$ cat src/rtl/dram_responder.sv
// rtl/dram_responder.sv - single-outstanding DRAM model answering a request FIFO.
// Writes consume one word from the write-data FIFO; reads answer after a fixed latency.
module dram_responder #(
  parameter int LOG_DRAM_SIZE = 6,
  parameter int PAGE_LEN      = 32,
  parameter int LOG_ADDR_SIZE = LOG_DRAM_SIZE - $clog2(PAGE_LEN),
  parameter int LOG_REQ_SIZE  = 1 + LOG_ADDR_SIZE,
  parameter int READ_LATENCY  = 2
) (
  input  logic                    clk,
  input  logic                    rst,
  output logic                    frq_read_en,
  input  logic [LOG_REQ_SIZE-1:0] frq_read_data,
  input  logic                    frq_empty,
  output logic                    fwd_read_en,
  input  logic [PAGE_LEN-1:0]     fwd_read_data,
  input  logic                    fwd_empty,
  output logic                    frd_write_en,
  output logic [PAGE_LEN-1:0]     frd_write_data,
  input  logic                    frd_full,
  output logic [15:0]             wr_count,
  output logic [15:0]             rd_count,
  output logic                    uninit_rd,
  output logic                    busy
);

  localparam int DEPTH = 1 << LOG_ADDR_SIZE;

  typedef enum logic [2:0] {IDLE, WDATA, RLAT, RESP, GAP} state_t;

  state_t                   r_state;
  logic [LOG_ADDR_SIZE-1:0] r_addr;
  logic [3:0]               r_lat_cnt;
  logic [DEPTH-1:0]         r_valid;
  logic [PAGE_LEN-1:0]      r_mem [0:DEPTH-1];

  state_t                   w_state_nxt;
  logic [LOG_ADDR_SIZE-1:0] w_addr_nxt;
  logic [3:0]               w_lat_nxt;
  logic [DEPTH-1:0]         w_valid_nxt;
  logic                     w_frq_en_nxt;
  logic                     w_fwd_en_nxt;
  logic                     w_frd_en_nxt;
  logic [PAGE_LEN-1:0]      w_frd_data_nxt;
  logic [15:0]              w_wr_cnt_nxt;
  logic [15:0]              w_rd_cnt_nxt;
  logic                     w_uninit_nxt;
  logic                     w_mem_we;

  always_comb begin
    w_state_nxt    = r_state;
    w_addr_nxt     = r_addr;
    w_lat_nxt      = r_lat_cnt;
    w_valid_nxt    = r_valid;
    w_frq_en_nxt   = 1'b0;
    w_fwd_en_nxt   = 1'b0;
    w_frd_en_nxt   = 1'b0;
    w_frd_data_nxt = frd_write_data;
    w_wr_cnt_nxt   = wr_count;
    w_rd_cnt_nxt   = rd_count;
    w_uninit_nxt   = uninit_rd;
    w_mem_we       = 1'b0;
    case (r_state)
      IDLE: begin
        if (!frq_empty) begin
          w_addr_nxt   = frq_read_data[LOG_REQ_SIZE-1:1];
          w_frq_en_nxt = 1'b1;
          if (frq_read_data[0]) begin
            w_state_nxt = WDATA;
          end else begin
            w_state_nxt = RLAT;
            w_lat_nxt   = 4'(READ_LATENCY - 1);
          end
        end
      end
      WDATA: begin
        if (!fwd_empty) begin
          w_mem_we             = 1'b1;
          w_valid_nxt[r_addr]  = 1'b1;
          w_fwd_en_nxt         = 1'b1;
          w_wr_cnt_nxt         = wr_count + 16'd1;
          w_state_nxt          = GAP;
        end
      end
      RLAT: begin
        if (r_lat_cnt == 4'd0) begin
          w_state_nxt = RESP;
        end else begin
          w_lat_nxt = r_lat_cnt - 4'd1;
        end
      end
      RESP: begin
        // Under back-pressure the last pushed word stays on frd_write_data.
        if (!frd_full) begin
          w_frd_en_nxt = 1'b1;
          w_rd_cnt_nxt = rd_count + 16'd1;
          w_state_nxt  = GAP;
          if (r_valid[r_addr]) begin
            w_frd_data_nxt = r_mem[r_addr];
          end else begin
            w_frd_data_nxt = '0;
            w_uninit_nxt   = 1'b1;
          end
        end
      end
      GAP: begin
        w_state_nxt = IDLE;
      end
      default: begin
        w_state_nxt = IDLE;
      end
    endcase
  end

  always_ff @(posedge clk or posedge rst) begin
    if (rst) begin
      r_state        <= IDLE;
      r_addr         <= '0;
      r_lat_cnt      <= 4'd0;
      r_valid        <= '0;
      frq_read_en    <= 1'b0;
      fwd_read_en    <= 1'b0;
      frd_write_en   <= 1'b0;
      frd_write_data <= '0;
      wr_count       <= 16'd0;
      rd_count       <= 16'd0;
      uninit_rd      <= 1'b0;
      busy           <= 1'b0;
    end else begin
      r_state        <= w_state_nxt;
      r_addr         <= w_addr_nxt;
      r_lat_cnt      <= w_lat_nxt;
      r_valid        <= w_valid_nxt;
      frq_read_en    <= w_frq_en_nxt;
      fwd_read_en    <= w_fwd_en_nxt;
      frd_write_en   <= w_frd_en_nxt;
      frd_write_data <= w_frd_data_nxt;
      wr_count       <= w_wr_cnt_nxt;
      rd_count       <= w_rd_cnt_nxt;
      uninit_rd      <= w_uninit_nxt;
      busy           <= (w_state_nxt != IDLE);
    end
  end

  // Data array has no reset; cleared valid bits hide stale contents.
  always_ff @(posedge clk) begin
    if (w_mem_we) begin
      r_mem[r_addr] <= fwd_read_data;
    end
  end

endmodule

$ cat config.mk
export PLATFORM = sky130hd
export DESIGN_NAME = dram_responder
export DESIGN_NICKNAME = d
export VERILOG_FILES = /design/src/rtl/dram_responder.sv
export SDC_FILE = /design/constraint.sdc
export NUM_CORES = 1
export LEC_CHECK = 0
export ABC_AREA = 1
export BUFFER_PORTS_ARGS = -buffer_cell sky130_fd_sc_hd__buf_2
export CAP_MARGIN = 30
export CORE_AREA = 2 2 118 120
export CTS_CLUSTER_SIZE = 25
export DETAILED_ROUTE_END_ITERATION = 10
export DIE_AREA = 0 0 120 122
export PLACE_DENSITY = 0.64
export SLEW_MARGIN = 20
export SYNTH_ARGS = -nofsm -noshare
export SYNTH_HDL_FRONTEND = slang
export SYNTH_SLANG_ARGS = --single-unit
$ cat constraint.sdc
create_clock -name clk -period 3.7 [get_ports clk]
set_clock_uncertainty 0.15 [all_clocks]
set_input_delay 0.74 -clock clk [delete_from_list [all_inputs] [get_ports clk]]
set_output_delay 0.74 -clock clk [all_outputs]
set_load 0.01 [all_outputs]
==> metrics.md, run 1 <==
| Metric | Value |
|---|---|
| Mapped Nets | `541` |
| Synth Cell Area | `5920 um^2` |
| Post-route ant nets | `0` |
| Setup tns final | `0 ps` |
| DIE AREA | `14600 um^2` |
| Max-cap violations | `0` |
| Iteration-0 DRC Markers | `191` |
| H-tree levels | `4` |
| Unrepaired setup endpoints after global routing | `no` |
| Maximum clock rate | `425 MHz` |
| Total power | `5370 uW` |
| # resized after CTS | `0` |
| Yosys top cell area share | `0.334` |
| Post-synth EDFFs | `64` |
| Starting Density | `0.439` |
| Cells after DPL | `779` |
| Final setup viols | `0` |
| Worst Hold Class | `primary input to asynchronous set/reset pin` |
| Synth area leader | `dfrtp_1` |
| CTS tree | `yes` |
| Most used cell, CP | `nand2_2` |
| Clock latency at the later pin of the worst-skew pair | `410 ps` |
| Most common cell in the netlist | `nand2_1` |
| Minimum clock period | `2350 ps` |
| Status | `completed` |
| Post-synth ARST share | `0.552` |
| Via count | `3890` |
| Tot GR Track Use | `0.173` |
| Layout cells sized above 1 | `0.309` |
| Detailed placement HPWL | `8110 um` |
| Sink Count | `143` |
| Sequential share of the synthesized area | `0.658` |
| Hold_buf cts | `0` |
| Final WS setup | `1350 ps` |
| First-pass GRT wire length | `19200 um` |
| Post-Place Worst Slack | `961 ps` |
| Cell variety after synth | `30` |
| Post CTS Setup Buffer Count | `0` |
| Syn avg cell area | `11.9 um^2` |
| Num CTS Buffers | `17` |
| Final hold violations | `0` |
| Die X | `120 um` |
| Crit-path max FO | `40` |
| Synth Flop Type | `dfrtp_1` |
| Final GP Congestion | `0.848` |
| Total Nets Final | `662` |
| Via/cell ratio | `4.79` |
| Largest net degree at the start of global routing | `51` |
| DR DRC count | `0` |
| Yosys warnings | `0` |
| Slew margin rel. | `0.577` |
| Die Y | `122 um` |
| Initial antenna violation count | `0` |
| Top post-synthesis cells by area | `dfrtp_1 33%, edfxtp_1 32%, nand2_1 8.2%, mux2i_1 5.4%, o21ai_2 4.4%` |
| Crit path max-delay cell type | `nand2_2` |
| Static leakage | `0.00332 uW` |
| Pwr dens | `735 nW/um^2` |
| I/O Pins | `108` |
| Bufs on Longest Clock Path | `2` |
| Flip-flop and latch count after synthesis | `143` |
| WP data arrival | `2500 ps` |
| Final Instance Count excl. Fillers | `812` |
| Cell Chain, Critical Path | `nand2_2 -> nor2_4 -> nand2_4 -> clkinv_2 -> nand2_2 -> buf_4 -> o21ai_2` |
| Port bufs | `107` |
| Kind of critical path | `flip-flop to flip-flop` |
| Final Cycle Share | `0.636` |
| Number of global-route vias before repair | `3880` |
| Core Region | `13500 um^2` |
| Post-synth top cells | `129 x nand2_1, 79 x dfrtp_1, 64 x edfxtp_1` |
| Worst path required time | `3850 ps` |
| CP max stage delay | `510 ps` |
| Wirelength per Cell | `14.7 um` |
| Slew Viols, Final | `0` |
| Root Buffer | `clkbuf_16` |
| Gr ovfl total | `0` |
| Drt pass-1 iters | `4` |
| Setup crit end kind | `flip-flop` |
| Startpoint Class | `flip-flop` |
| WL final | `11900 um` |
| # diodes | `0` |
| Post-Synthesis Cells | `498` |
| Core Rows | `43` |
| Clk slew on worst S/H paths | `60 ps` |
| Area growth from synthesis to layout | `23.2%` |
| Maximum vdd drop | `383 uV` |
| Worst slew pin tran | `632 ps` |
## stage by stage
| step | hold WS [ps] | area, um^2 | utilization |
|---|---|---|---|
| 2_1_floorplan | 278 | 5920 | - |
| 3_3_place_gp | 301 | 6650 | 0.493 |
| 3_5_place_dp | 323 | 6650 | 0.493 |
| 4_1_cts | 337 | 7280 | 0.539 |
| 5_1_grt | 106 | 7300 | 0.540 |
| 6_report | 98.3 | 7300 | 0.540 |
## layout by cell type, fill, tap and decap left out, types with 3 or more instances in the layout
master and count:
ha_1 4, buf_4 6, clkbuf_1 3, clkbuf_16 18, xor2_1 12, xnor2_1 7, mux2i_1 32, nor3_1 4
o21ai_1 6, nand2_1 129, o21ai_2 30, nand4_1 8, edfxtp_1 64, nor2_1 30, inv_2 4, clkinv_2 5
dfrtp_1 78, nand3_1 14, buf_2 107, inv_1 31, bufinv_16 4, nor2_4 7, o21ai_0 7, nand2_2 4
## layer usage
layer / up-vias / wire, um / GRT usage
met5: - / 0 / 0
met4: 0 / 171 / 0.0669
met3: 15 / 586 / 0.0440
met2: 98 / 5880 / 0.287
met1: 1866 / 5290 / 0.220
li1: 1911 / - / -
## state kept, by name, indices dropped and copies added, names as in the netlist, 2 cells and up
| name | flops |
|---|---|
| r_valid | 2 |
| r_lat_cnt | 4 |
| r_state | 3 |
| r_mem | 64 |
| rd_count | 16 |
| frd_write_data | 32 |
| wr_count | 16 |
## cells by family after synthesis
group | synth area share
XOR/XNOR | 0.0281
buffers and inverters | 0.0395
adder cells (fa/ha/maj) | 0.00845
AO/OA/AOI/OAI | 0.0579
flip-flops | 0.658
AND/OR/NAND/NOR | 0.154
multiplexers | 0.0541
## final timing paths
check                            from                 end  slack, ps  cells past startpoint
max in group asynchronous         rst  frd_write_data[27]       2520                      4
min reg2reg                r_valid[1]          r_valid[1]        330                      1
max reg2reg                r_state[1]  frd_write_data[24]       1350                      7
min in group clk           r_valid[1]          r_valid[1]        330                      1
min                               rst         wr_count[9]        100                      2
max                        r_state[1]  frd_write_data[24]       1350                      7
## power by group
| part | switching, uW | internal (uW) | total (uW) |
|---|---|---|---|
| logic | 771 | 524 | 1290 |
| registers | 265 | 2010 | 2280 |
| clock network | 628 | 1160 | 1790 |
| total | 1660 | 3700 | 5370 |
## worst max-delay path, delay by kind of cell, from the launching register on
kind | cells | cell delay [ps]
and+or+nand+nor | 4 | 1010
buffers and inverters | 2 | 550
DFF | 1 | 430
AOI/OAI and AO/OA | 1 | 70
## area by class of cell
cell class | count | area [um^2]
clock buffers | 21 | 462
clock inverters | 11 | 163
fillers | 1164 | 6210
inverters | 37 | 141
multi-input cells | 306 | 1810
flip-flops and latches | 143 | 3900
well taps | 180 | 225
repair buffers | 114 | 601
Note: power is estimated with default switching activity, not from simulation.
==> run 2: changes to the inputs <==
clock period = 2.25 ns   (was 3.7 ns; I/O delays follow)
==> run 2 against run 1 <==
- setup slack worse by 940 ps
- final area is 0.91% higher
- global-route usage is 0.46 points lower
- non-clock buffer count is 5 higher
- sequential power is 62% higher
- cell count is 0.62% higher
- wire length is 4.3% lower
- critical endpoint is now frd_write_data[5]
- highest routed layer unchanged
==> metrics.md, run 2 (same netlist as run 1, synthesis figures left out) <==
| Metric | Value |
|---|---|
| Status | `completed (unchanged)` |
| Maximum clock rate | `542 MHz (was 425 MHz)` |
| Slew margin rel. | `0.678 (was 0.577)` |
| Kind of critical path | `flip-flop to flip-flop (unchanged)` |
| Wirelength per Cell | `14.0 um (was 14.7 um)` |
| Setup crit end kind | `flip-flop (unchanged)` |
| H-tree levels | `4 (unchanged)` |
| Final Cycle Share | `0.820 (was 0.636)` |
| Crit-path max FO | `16 (was 40)` |
| Minimum clock period | `1850 ps (was 2350 ps)` |
| Core Region | `13500 um^2 (unchanged)` |
| Most common cell after layout, fill and taps aside | `nand2_1 (unchanged)` |
| DIE AREA | `14600 um^2 (unchanged)` |
| DR WL met3 | `655 um (was 586 um)` |
| Clk slew on worst S/H paths | `60 ps (about the same)` |
| FILL cells | `1179 (was 1164)` |
| Most frequent cells in the layout | `129 x nand2_1, 107 x buf_2, 78 x dfrtp_1 (unchanged)` |
| Met2 wire length | `5550 um (was 5880 um)` |
| Worst Hold Class | `primary input to flip-flop (was primary input to asynchronous set/reset pin)` |
| Starting Density | `0.439 (unchanged)` |
| Pwr dens | `1190 nW/um^2 (was 735 nW/um^2)` |
| CTS tree | `yes (unchanged)` |
| Num CTS Buffers | `17 (unchanged)` |
| Static leakage | `0.00334 uW (was 0.00332 uW)` |
| Via count | `3899 (was 3890)` |
| Top sig layer | `met4 (unchanged)` |
| DRT met1 WL | `5050 um (was 5290 um)` |
| Final hold violations | `0 (unchanged)` |
| Root Buffer | `clkbuf_16 (unchanged)` |
| Number of flip-flops in the largest register | `64 (unchanged)` |
| # resized after CTS | `0 (unchanged)` |
| Final setup viols | `0 (unchanged)` |
| I/O Pins | `108 (unchanged)` |
| WHS | `66.6 ps (was 98.3 ps)` |
| Die X | `120 um (unchanged)` |
| Max-cap violations | `0 (unchanged)` |
| Worst path required time | `2400 ps (was 3850 ps)` |
| Layout cells sized above 1 | `0.317 (was 0.309)` |
| Tot GR Track Use | `0.169 (was 0.173)` |
| Multi-input combinational cell area | `1810 um^2 (unchanged)` |
| Bufs on Longest Clock Path | `2 (unchanged)` |
| Via/cell ratio | `4.77 (was 4.79)` |
| Die Y | `122 um (unchanged)` |
| Largest net degree at the start of global routing | `39 (was 51)` |
| Detailed placement HPWL | `7920 um (was 8110 um)` |
| Sequential cell area | `3900 um^2 (unchanged)` |
| Iteration-0 DRC Markers | `181 (was 191)` |
| Clock latency at the later pin of the worst-skew pair | `420 ps (was 410 ps)` |
| Setup tns final | `0 ps (unchanged)` |
| Drt pass-1 iters | `4 (unchanged)` |
| Flop-to-flop setup slack | `400 ps (was 1350 ps)` |
| Number of global-route vias before repair | `3942 (was 3880)` |
| First-pass GRT wire length | `19000 um (was 19200 um)` |
| Unrepaired setup endpoints after global routing | `no (unchanged)` |
| Worst slew pin tran | `482 ps (was 632 ps)` |
| Gr ovfl total | `0 (unchanged)` |
| Sink Count | `143 (unchanged)` |
| Top reg by flops | `r_mem (unchanged)` |
| Area growth from synthesis to layout | `24.3% (was 23.2%)` |
| Post-route ant nets | `0 (unchanged)` |
| WL final | `11400 um (was 11900 um)` |
| Maximum vdd drop | `674 uV (was 383 uV)` |
| Startpoint Class | `flip-flop (unchanged)` |
| Port bufs | `107 (unchanged)` |
| Total Nets Final | `667 (was 662)` |
| Top Registers | `r_mem x64, frd_write_data x32 (unchanged)` |
| Initial antenna violation count | `0 (unchanged)` |
| Total power | `8770 uW (was 5370 uW)` |
| Core Rows | `43 (unchanged)` |
| DR DRC count | `0 (unchanged)` |
| # diodes | `0 (unchanged)` |
| Slew Viols, Final | `0 (unchanged)` |
| WP data arrival | `1990 ps (was 2500 ps)` |
| Final GP Congestion | `0.857 (was 0.848)` |
run 2: cell count changes in the layout (fill, tap and decap cells not counted), moves of 2 or more:
cell	before	now
clkinv_4	1	3
inv_6	0	3
clkinv_2	5	2
clkinvlp_4	2	4
buf_12	1	4
clkbuf_1	3	1
run 2: worst max-delay path, cell delays in order (launching register included):
cell,delay [ps]
dfrtp_1,430
nand2_2,100
nor2_4,50
nand2_4,190
clkinv_2,130
nand2_2,330
buf_4,280
o21ai_2,60
run 2: timing repair:
item | 4_1_cts | 5_1_grt
hold buffers | 1 | 0
endpoints found under the hold margin | 17 | 0
setup buffers | 0 | 0
run 2: routing by layer:
layer,vias up,GRT usage
met2,102,0.276
met4,0,0.0654
li1,1928,-
met3,14,0.0463
met5,-,0
met1,1855,0.215
run 2: path summary, 6_finish.rpt:
check,start,endpoint,cells after the start
max,r_state[1],frd_write_data[5],7
min,fwd_read_data[3],r_mem[0][3],1
max reg2reg,r_state[1],frd_write_data[5],7
min reg2reg,r_valid[0],r_valid[0],2
max in group asynchronous,rst,r_addr,4
min in group asynchronous,rst,frd_write_data[18],3
run 2: through the flow:
stage / cell area (um^2) / util / setup WS, ps / cells
4_1_cts: 7360 / 0.545 / 385 / 817
5_1_grt: 7360 / 0.545 / 270 / 817
3_5_place_dp: 6740 / 0.499 / 312 / 784
3_3_place_gp: 6740 / 0.499 / 342 / 784
2_1_floorplan: 5940 / - / 329 / 498
6_report: 7360 / 0.545 / 404 / 817
run 2: cell type report:
class                   count  area share
inverters                  37      0.0195
flip-flops and latches    143       0.530
clock buffers              18      0.0583
repair buffers            119      0.0921
multi-input cells         306       0.245
well taps                 180      0.0306
clock inverters            14      0.0246
run 2: power breakdown:
part,switching (uW),total (uW),internal (uW),leakage [uW]
logic,1290,2190,903,0.00145
registers,388,3700,3310,0.00160
clock network,1120,2880,1760,0.000289
==> run 3: changes to the inputs <==
clock period = 1.8 ns   (was 2.25 ns; I/O delays follow)
==> run 3 against run 2 <==
- wire length grew 5.4%
- global-route usage rose by 1.4 points
- critical path depth decreased by 1
- final area up 3.9%
- clock-buffer cell count is 3 higher
- setup slack worse by 310 ps
- sequential power rose by 25%
- combinational power increased by 28%
- clock power grew 10%
- maximum frequency up 8.2%
==> metrics.md, run 3 (same netlist as run 1, synthesis figures left out) <==
| Metric | Value |
|---|---|
| Status | `completed (unchanged)` |
| Final Cycle Share | `0.948 (was 0.820)` |
| Post CTS Setup Buffer Count | `0 (unchanged)` |
| Setup crit end kind | `flip-flop (unchanged)` |
| Worst path required time | `1770 ps (was 2400 ps)` |
| Static leakage | `0.00345 uW (was 0.00334 uW)` |
| WP data arrival | `1680 ps (was 1990 ps)` |
| First-pass GRT wire length | `20300 um (was 19000 um)` |
| Slew margin rel. | `0.714 (was 0.678)` |
| # diodes | `0 (unchanged)` |
| RR Startpoint | `r_state[1] (unchanged)` |
| CP max stage delay | `440 ps (was 430 ps)` |
| Via/cell ratio | `4.78 (was 4.77)` |
| Clk pwr share | `0.299 (was 0.328)` |
| Total power | `10600 uW (was 8770 uW)` |
| Number of flip-flops in the largest register | `64 (unchanged)` |
| Gr ovfl total | `0 (unchanged)` |
| Clk slew on worst S/H paths | `60 ps (about the same)` |
| Net Sw Power | `3450 uW (was 2790 uW)` |
| Number of global-route vias before repair | `4176 (was 3942)` |
| Clock latency at the later pin of the worst-skew pair | `420 ps (about the same)` |
| Most frequent cells in the layout | `129 x nand2_1, 107 x buf_2, 78 x dfrtp_1 (unchanged)` |
| Area growth from synthesis to layout | `29.2% (was 24.3%)` |
| Unrepaired setup endpoints after global routing | `yes (was no)` |
| Pwr dens | `1390 nW/um^2 (was 1190 nW/um^2)` |
| Minimum clock period | `1710 ps (was 1850 ps)` |
| Core Region | `13500 um^2 (unchanged)` |
| Tot GR Track Use | `0.183 (was 0.169)` |
| Post-route ant nets | `0 (unchanged)` |
| Comb power frac | `0.264 (was 0.250)` |
| Final GP Congestion | `0.797 (was 0.857)` |
| Worst slew pin tran | `426 ps (was 482 ps)` |
| CP top delay family | `flip-flops (was simple AND/OR/NAND/NOR gates)` |
| Root Buffer | `clkbuf_16 (unchanged)` |
| Top reg by flops | `r_mem (unchanged)` |
| Port bufs | `107 (unchanged)` |
| Core Rows | `43 (unchanged)` |
| Bufs on Longest Clock Path | `2 (unchanged)` |
| Slew Viols, Final | `0 (unchanged)` |
| DR DRC count | `0 (unchanged)` |
| Initial antenna violation count | `0 (unchanged)` |
| Die Y | `122 um (unchanged)` |
| Iteration-0 DRC Markers | `209 (was 181)` |
| Num CTS Buffers | `17 (unchanged)` |
| Die X | `120 um (unchanged)` |
| Crit path max-delay cell type | `dfrtp_1 (unchanged)` |
| Setup tns final | `0 ps (unchanged)` |
| Most common cell after layout, fill and taps aside | `nand2_1 (unchanged)` |
| CP Buf/Inv Count | `3 (was 2)` |
| Final setup viols | `0 (unchanged)` |
| Final Instance Count excl. Fillers | `851 (was 817)` |
| Starting Density | `0.439 (unchanged)` |
| Core Util, Final | `0.566 (was 0.545)` |
| Cells after DPL | `785 (was 784)` |
| Crit-path max FO | `23 (was 16)` |
| Worst Hold Depth | `2 (was 1)` |
| Wirelength per Cell | `14.1 um (was 14.0 um)` |
| Cell Chain, Critical Path | `inv_2 -> nand3_2 -> nor2_4 -> inv_4 -> nor2_4 -> buf_12 (was nand2_2 -> nor2_4 -> nand2_4 -> clkinv_2 -> nand2_2 -> buf_4 -> o21ai_2)` |
| Crit Reg-Reg Endpoint | `r_mem[1][27] (was frd_write_data[5])` |
| P_int | `7180 uW (was 5980 uW)` |
| Hold path startpoint | `frq_empty (was fwd_read_data[3])` |
| Top Registers | `r_mem x64, frd_write_data x32 (unchanged)` |
| Max-cap violations | `0 (unchanged)` |
| Kind of critical path | `flip-flop to flip-flop (unchanged)` |
| Final hold violations | `0 (unchanged)` |
| Maximum clock rate | `586 MHz (was 542 MHz)` |
| Total Nets Final | `701 (was 667)` |
| Layout cells sized above 1 | `0.301 (was 0.317)` |
| DIE AREA | `14600 um^2 (unchanged)` |
| Drt pass-1 iters | `4 (unchanged)` |
| WL final | `12000 um (was 11400 um)` |
| Flop-to-flop setup slack | `90 ps (was 400 ps)` |
| Largest net degree at the start of global routing | `80 (was 39)` |
| Seq pwr share | `0.436 (was 0.422)` |
| I/O Pins | `108 (unchanged)` |
| Detailed placement HPWL | `8140 um (was 7920 um)` |
| Via count | `4066 (was 3899)` |
| CTS tree | `yes (unchanged)` |
| Worst Hold Class | `primary input to flip-flop (unchanged)` |
| H-tree levels | `4 (unchanged)` |
| Maximum vdd drop | `975 uV (was 674 uV)` |
| Switching Fraction | `0.325 (was 0.318)` |
| Startpoint Class | `flip-flop (unchanged)` |
| Reg2Reg Depth | `6 (was 7)` |
| Sink Count | `143 (unchanged)` |
| Worst Hold End | `frq_read_en (was r_mem[0][3])` |
| Most used cell, CP | `nor2_4 (was nand2_2)` |
[run 3: metrics by stage]
step | setup slack [ps] | cell area (um^2) | hold WS, ps
final | 93.3 | 7650 | 42.6
after global routing | 0.390 | 7650 | 32.6
after CTS | 86.6 | 7640 | 20.5
after detailed placement | 113 | 6760 | 302
after global placement | 173 | 6760 | 295
after floorplan | -121 | 5950 | 278
[run 3: final cells by class]
cell class | count | area, um^2
Tap cell | 180 | 225
Clock buffer | 21 | 460
Clock inverter | 11 | 83.8
Timing Repair Buffer | 153 | 1020
Fill cell | 1152 | 5850
Inverter | 37 | 146
Multi-Input combinational cell | 306 | 1810
Sequential cell | 143 | 3900
[run 3: metal layers]
| metal | global-route usage | routed length (um) | vias up |
|---|---|---|---|
| met2 | 0.316 | 6080 | 100 |
| met4 | 0.0662 | 119 | 0 |
| li1 | - | - | 1981 |
| met5 | 0 | 0 | - |
| met1 | 0.217 | 5250 | 1973 |
| met3 | 0.0534 | 588 | 12 |
[run 3: how the worst max path moves through the flow]
stage / start / endpoint / slack (ps) / cells after the start
floorplan: r_state[2] / r_mem[1][0] / -120 / 5
global placement: r_state[2] / wr_count[11] / 170 / 9
detailed placement: r_state[1] / wr_count[11] / 110 / 9
CTS: r_state[1] / wr_count[11] / 90 / 9
global route: r_state[1] / r_mem[1][9] / 0.4 / 6
finish: r_state[1] / r_mem[1][27] / 90 / 6
[run 3: power groups by stage]
stage	Clock (uW)	Sequential (uW)	Combinational (uW)
final	3180	4640	2810
after floorplan	0	4780	1680
after global placement	0	4670	2720
after detailed placement	0	4700	2790
after global routing	3400	4740	3170
after CTS	3240	4650	2850
[run 3: worst reg2reg max path, delay by kind of cell (launching register included)]
family,cells,cell delay [ps]
and+or+nand+nor,3,420
buffers and inverters,3,390
DFF,1,440
[run 3: what timing repair did]
item / CTS / global route
hold buffers: 34 / 0
endpoints found under the setup margin: 0 / 2
gates resized for setup: 0 / 2
hold endpoints to repair: 144 / 0
